`config.mk`:
```
export PLATFORM = sky130hd
export DESIGN_NAME = ovl_change_window_mc
export DESIGN_NICKNAME = d
export VERILOG_FILES = /design/src/rtl/ovl_change_window_mc.sv
export SDC_FILE = /design/constraint.sdc
export NUM_CORES = 1
export LEC_CHECK = 0
export ABC_CLOCK_PERIOD_IN_PS = 4800
export CORE_AREA = 2 2 98 119
export DETAILED_ROUTE_END_ITERATION = 10
export DIE_AREA = 0 0 100 121
export GPL_ROUTABILITY_DRIVEN = 1
export HOLD_SLACK_MARGIN = 0.03
export PLACE_DENSITY = 0.68
export SLEW_MARGIN = 20
export SYNTH_ARGS = -nofsm -noshare
export SYNTH_HDL_FRONTEND = slang
export SYNTH_SLANG_ARGS = --single-unit
```
`constraint.sdc`:
```
create_clock -name clock -period 4.8 [get_ports clock]
set_clock_uncertainty 0.1 [all_clocks]
set_input_delay 0.72 -clock clock [delete_from_list [all_inputs] [get_ports clock]]
set_output_delay 0.72 -clock clock [all_outputs]
set_load 0.005 [all_outputs]
```
`src/rtl/ovl_change_window_mc.sv`:
```
// ovl_change_window_mc: multi-channel change-window checker.
// After a start event on channel c, test_expr[c] must change within
// MIN_CKS..MAX_CKS clocks; early/late/restart violations pulse for one cycle
// and are summed into a saturating error counter.
//
// Ports:
//   clock, reset              rising-edge clock, synchronous active-high reset
//   enable                    global enable; low aborts every open window
//   start_event[NUM_CH]       per-channel start, level-sampled
//   test_expr[NUM_CH*WIDTH]   channel c at bits [c*WIDTH +: WIDTH]
//   fire_early/late/restart   one-cycle violation pulses per channel
//   busy[NUM_CH]              window open
//   err_count[CNT_W]          saturating total of fire pulses
// Optional (macro OVL_CHANGE_COVER_EN):
//   cover_pass[NUM_CH]        one-cycle pulse per passing window
//   cover_count[CNT_W]        saturating count of passes
module ovl_change_window_mc #(
    parameter int unsigned NUM_CH         = 4,
    parameter int unsigned WIDTH          = 8,
    parameter int unsigned MIN_CKS        = 1,
    parameter int unsigned MAX_CKS        = 8,
    parameter int unsigned NEW_START_MODE = 0,
    parameter int unsigned CNT_W          = 16
) (
    input  logic                      clock,
    input  logic                      reset,
    input  logic                      enable,
    input  logic [NUM_CH-1:0]         start_event,
    input  logic [NUM_CH*WIDTH-1:0]   test_expr,
    output logic [NUM_CH-1:0]         fire_early,
    output logic [NUM_CH-1:0]         fire_late,
    output logic [NUM_CH-1:0]         fire_restart,
    output logic [NUM_CH-1:0]         busy,
    output logic [CNT_W-1:0]          err_count
`ifdef OVL_CHANGE_COVER_EN
    ,
    output logic [NUM_CH-1:0]         cover_pass,
    output logic [CNT_W-1:0]          cover_count
`endif
);

    localparam int unsigned CW = $clog2(MAX_CKS + 1);
    localparam int unsigned SW = $clog2(3 * NUM_CH + 1);
    localparam int unsigned AW = ((CNT_W > SW) ? CNT_W : SW) + 1;

    typedef enum logic {S_IDLE = 1'b0, S_WAIT = 1'b1} state_t;

    state_t           state_q [NUM_CH];
    logic [WIDTH-1:0] ref_q   [NUM_CH];
    logic [CW-1:0]    cnt_q   [NUM_CH];

    logic [NUM_CH-1:0] early_c, late_c, pass_c, restart_c, verdict_c;
    logic [SW-1:0]     fire_sum_c;
    logic [AW-1:0]     err_next_c;
`ifdef OVL_CHANGE_COVER_EN
    logic [SW-1:0]     pass_sum_c;
    logic [AW-1:0]     cov_next_c;
`endif

    // Per-channel verdicts for this edge and the saturated error total.
    always_comb begin
        early_c    = '0;
        late_c     = '0;
        pass_c     = '0;
        restart_c  = '0;
        verdict_c  = '0;
        fire_sum_c = '0;
        for (int c = 0; c < NUM_CH; c++) begin
            if (enable && state_q[c] == S_WAIT) begin
                if (test_expr[c*WIDTH +: WIDTH] != ref_q[c]) begin
                    if (cnt_q[c] < CW'(MIN_CKS)) early_c[c] = 1'b1;
                    else                         pass_c[c]  = 1'b1;
                end else if (cnt_q[c] == CW'(MAX_CKS)) begin
                    late_c[c] = 1'b1;
                end
                // A verdict outranks a restart in the same edge.
                restart_c[c] = (NEW_START_MODE == 2) && start_event[c]
                               && !(early_c[c] || pass_c[c] || late_c[c]);
            end
            verdict_c[c] = early_c[c] || pass_c[c] || late_c[c];
            fire_sum_c   = fire_sum_c + SW'(early_c[c]) + SW'(late_c[c])
                           + SW'(restart_c[c]);
        end
        err_next_c = AW'(err_count) + AW'(fire_sum_c);
        if (err_next_c > AW'({CNT_W{1'b1}})) err_next_c = AW'({CNT_W{1'b1}});
`ifdef OVL_CHANGE_COVER_EN
        pass_sum_c = '0;
        for (int c = 0; c < NUM_CH; c++) pass_sum_c = pass_sum_c + SW'(pass_c[c]);
        cov_next_c = AW'(cover_count) + AW'(pass_sum_c);
        if (cov_next_c > AW'({CNT_W{1'b1}})) cov_next_c = AW'({CNT_W{1'b1}});
`endif
    end

    // Channel FSMs, registered pulses and counters.
    always_ff @(posedge clock) begin
        if (reset) begin
            fire_early   <= '0;
            fire_late    <= '0;
            fire_restart <= '0;
            busy         <= '0;
            err_count    <= '0;
`ifdef OVL_CHANGE_COVER_EN
            cover_pass   <= '0;
            cover_count  <= '0;
`endif
            for (int c = 0; c < NUM_CH; c++) begin
                state_q[c] <= S_IDLE;
                ref_q[c]   <= '0;
                cnt_q[c]   <= '0;
            end
        end else begin
            fire_early   <= early_c;
            fire_late    <= late_c;
            fire_restart <= restart_c;
            err_count    <= CNT_W'(err_next_c);
`ifdef OVL_CHANGE_COVER_EN
            cover_pass   <= pass_c;
            cover_count  <= CNT_W'(cov_next_c);
`endif
            for (int c = 0; c < NUM_CH; c++) begin
                if (!enable) begin
                    state_q[c] <= S_IDLE;
                    busy[c]    <= 1'b0;
                end else if (start_event[c] && (state_q[c] == S_IDLE || verdict_c[c]
                                                || NEW_START_MODE == 1)) begin
                    // Arm from idle, re-arm after a verdict, or mode-1 restart.
                    state_q[c] <= S_WAIT;
                    busy[c]    <= 1'b1;
                    ref_q[c]   <= test_expr[c*WIDTH +: WIDTH];
                    cnt_q[c]   <= CW'(1);
                end else if (state_q[c] == S_WAIT) begin
                    if (verdict_c[c]) begin
                        state_q[c] <= S_IDLE;
                        busy[c]    <= 1'b0;
                    end else begin
                        cnt_q[c]   <= cnt_q[c] + CW'(1);
                    end
                end
            end
        end
    end

endmodule

```
==> results.toml <==
[min_path]
min_path_type = "reg -> reg"

[clock_network]
clk_latency_ps = 340
clock-sinks = 80
cts.clk_slew.worst_paths_ps = 60
cts_buffer_depth = 2
cts_inserted_buffers = 9
cts_root_buf = "clkbuf_16"
htree_num_levels = 3
cts_tree = "built"

[timing]
worst_slew_margin_rel_pct = 32.3
rsz0062_at_grt = "no"
max_freq_ghz = 0.220
setup_violations = 0
fin_crit_sh_pct = 94.8
holdWs_ps = 392
tns_ps = 0
hold_viol = 0
fin_ws_ps = 251
tightest_slew_ps = 1010
period_needed_ps = 4550
slew_viol_final = 0

[yosys]
synth_top_area_cell = "edfxtp_1"
synth_fa_ha_area_share_pct = 7.61
yosys.area_share.simple_pct = 18.9
synth_seq_cells = 80
ys_seq_area_share_pct = 49.7
synth.avg_cell_area_um2 = 10.8
synth_top_cell_area_share_pct = 36.5
synth_top_family_by_area = "simple AND/OR/NAND/NOR gates"
ys_warn_count = 0
synth-compound-area-share_pct = 9.28
syn_area_um2 = 4270
syn_inst = 394
synth_flop_cell = "edfxtp_1"
ys_async_sr_fraction_pct = 0
yosys.cell_types.count = 48
synth_area_leaders = "edfxtp_1 37%, dfxtp_1 13%, xnor2_1 6.4%"
synth_edf_count = 52
synth-xor-area-share_pct = 10.2
muxShareOfSynthArea_pct = 0.234

[setup_path]
crit_type = "in -> reg"
reg2reg_depth = 16
crit_path_start = "test_expr[26]"
timing.rr.end = "err_count[10]"
start_kind = "input pin"
cp-endpoint = "err_count[10]"
critPathMaxFanout = 3
r2r-start = "ref_q[0][7]"
cp.required_ps = 4970
r2r_slack_ps = 380
arrival_ps = 4720
end_kind = "flip-flop"

[floorplanning]
die_y_um = 121
fp.dieArea_um2 = 12100
start_util_pct = 39.1
rows = 42
core-area_um2 = 10900
ios = 71
fp.dieW_um = 100

[placed_design]
place_hpwl_um = 6480
place_congestion = 0.807
port-buffer-count = 66
pre_cts_ws_ps = -519

[drt]
routed_wl_um = 8840
wl_per_cell_um = 14.3
ant_nets = 0
routed_via_density = 5.02
via_count = 3107
initialDrtViolationCount = 91
dr.pass1.iters = 4
drc = 0

[power]
max-vdd-ir-drop_v = 0.000165
powerDensity_nw_per_um2 = 295
total_power_mw = 1.65
p_leak_nw = 2.24

[layout]
area_growth_pct = 31.2
drive_gt1_share_pct = 13.3
nets = 544
n_antenna_cell = 0
final_util_pct = 51.3

[global_route]
grt_max_degree = 36
grt_overflow = 0
grt_util_met1_pct = 18.8
grt_pass1_vias = 3117
grt_util_met3_pct = 4.03
grt_pass1_wl_um = 14600
antenna_found_initial = 0
grtUsageMet2_pct = 25.5
grt_use_total_pct = 15.5
gr-max-usage-layer = "met2"

[outcome]
outcome = "completed"

[job]
drv_cap = 0
==> cell families after synthesis <==
kind of cell	after synthesis
and+or+nand+nor	143
DFF	80
AOI/OAI and AO/OA	58
xor gates and xnor gates	50
buffers and inverters	38
adders and majority gates	23
other	1
muxes	1
==> sequential cells by signal, summed over array words and instances, names as in the netlist <==
name and cells:
fire_early 4, fire_late 4, err_count 16, busy 4, ref_q 32, state_q 4
cnt_q 16
==> cells in the final DEF, fill, tap and decap left out, drive strengths merged, types with 5 or more instances in the layout <==
master         Yosys  layout
a211oi             6       6
a21oi             20      20
a31o               5       5
and2              24      24
and3              11      11
buf                9      24
clkbuf             7      12
clkdlybuf4s50      0      49
dfxtp             28      28
dlymetal6s2s       0      17
edfxtp            52      52
fa                 5       5
ha                18      18
inv               22      22
nand2             15      15
nand2b             6       6
nand3             14      14
nand4              9       9
nor2              25      25
nor2b             10      10
nor3              18      18
o211ai             5       5
o21ai              8       8
xnor2             31      31
xor2              19      19
==> what timing repair did <==
action                                  4_1_cts  5_1_grt
resized for setup                             6       29
endpoints found under the setup margin       16       16
hold buffers                                  0        0
setup buffers                                 1        2
endpoints found under the hold margin         0        0
pin swaps                                     1       19
==> synth_stat cells, types with 3 or more instances <==
cell type  instances
edfxtp_1          52
xnor2_1           31
dfxtp_1           28
nor2_1            25
and2_1            24
inv_1             21
a21oi_1           19
xor2_1            19
ha_1              18
nand2_1           15
nor3_1            15
nand3_1           14
and3_1            11
nor2b_1           10
nand4_1            9
clkbuf_1           7
a211oi_1           6
nand2b_1           6
o21ai_1            6
fa_1               5
o211ai_1           5
buf_2              4
buf_4              4
a31o_1             3
nand3b_1           3
nor3_2             3
o21a_1             3
==> power breakdown <==
part	leakage (nW)	switching, mW	total [mW]	internal [mW]
Sequential	0.776	0.0230	0.796	0.773
Clock	0.146	0.264	0.679	0.414
Combinational	1.32	0.0894	0.178	0.0889
==> routing by layer <==
layer,vias to the layer above,share of wire [%]
met3,15,4.3
met2,67,49
met4,0,2.7
met5,-,0
met1,1465,44
li1,1560,-
==> stage by stage <==
stage	instances	cell area [µm²]
final	619	5610
after global routing	619	5610
after CTS	617	5500
after detailed placement	600	5180
after global placement	600	5180
after floorplan	397	4280
==> how the worst min path moves through the flow <==
stage	slack, ps	end	from	cells past startpoint
after floorplan	370	busy[0]	busy[0]	1
after global placement	390	busy[2]	busy[2]	1
after detailed placement	400	busy[2]	busy[2]	1
after CTS	410	busy[2]	busy[2]	1
after global routing	430	busy[0]	busy[0]	1
final	390	busy[0]	busy[0]	1
==> worst max-delay path, cell delays in order <==
cell and delay [ps]:
clkdlybuf4s50_1 500, xnor2_1 120, nand4_1 170, nor2_1 170, nand4_1 250, fa_1 570, fa_1 520, fa_2 400
fa_2 430, nor2b_4 150, buf_4 120, o21a_1 120, o2111a_2 260, nand3_2 100, a21oi_1 130
==> layout make-up <==
| cell class | count | area (µm²) |
|---|---|---|
| fillers | 1015 | 5320 |
| repair buffers | 90 | 887 |
| inverters | 22 | 82.6 |
| well taps | 132 | 165 |
| clock inverters | 4 | 45.0 |
| flip-flops and latches | 80 | 2120 |
| multi-input cells | 279 | 2060 |
| clock buffers | 12 | 246 |
Note: power is estimated with default switching activity, not from simulation.
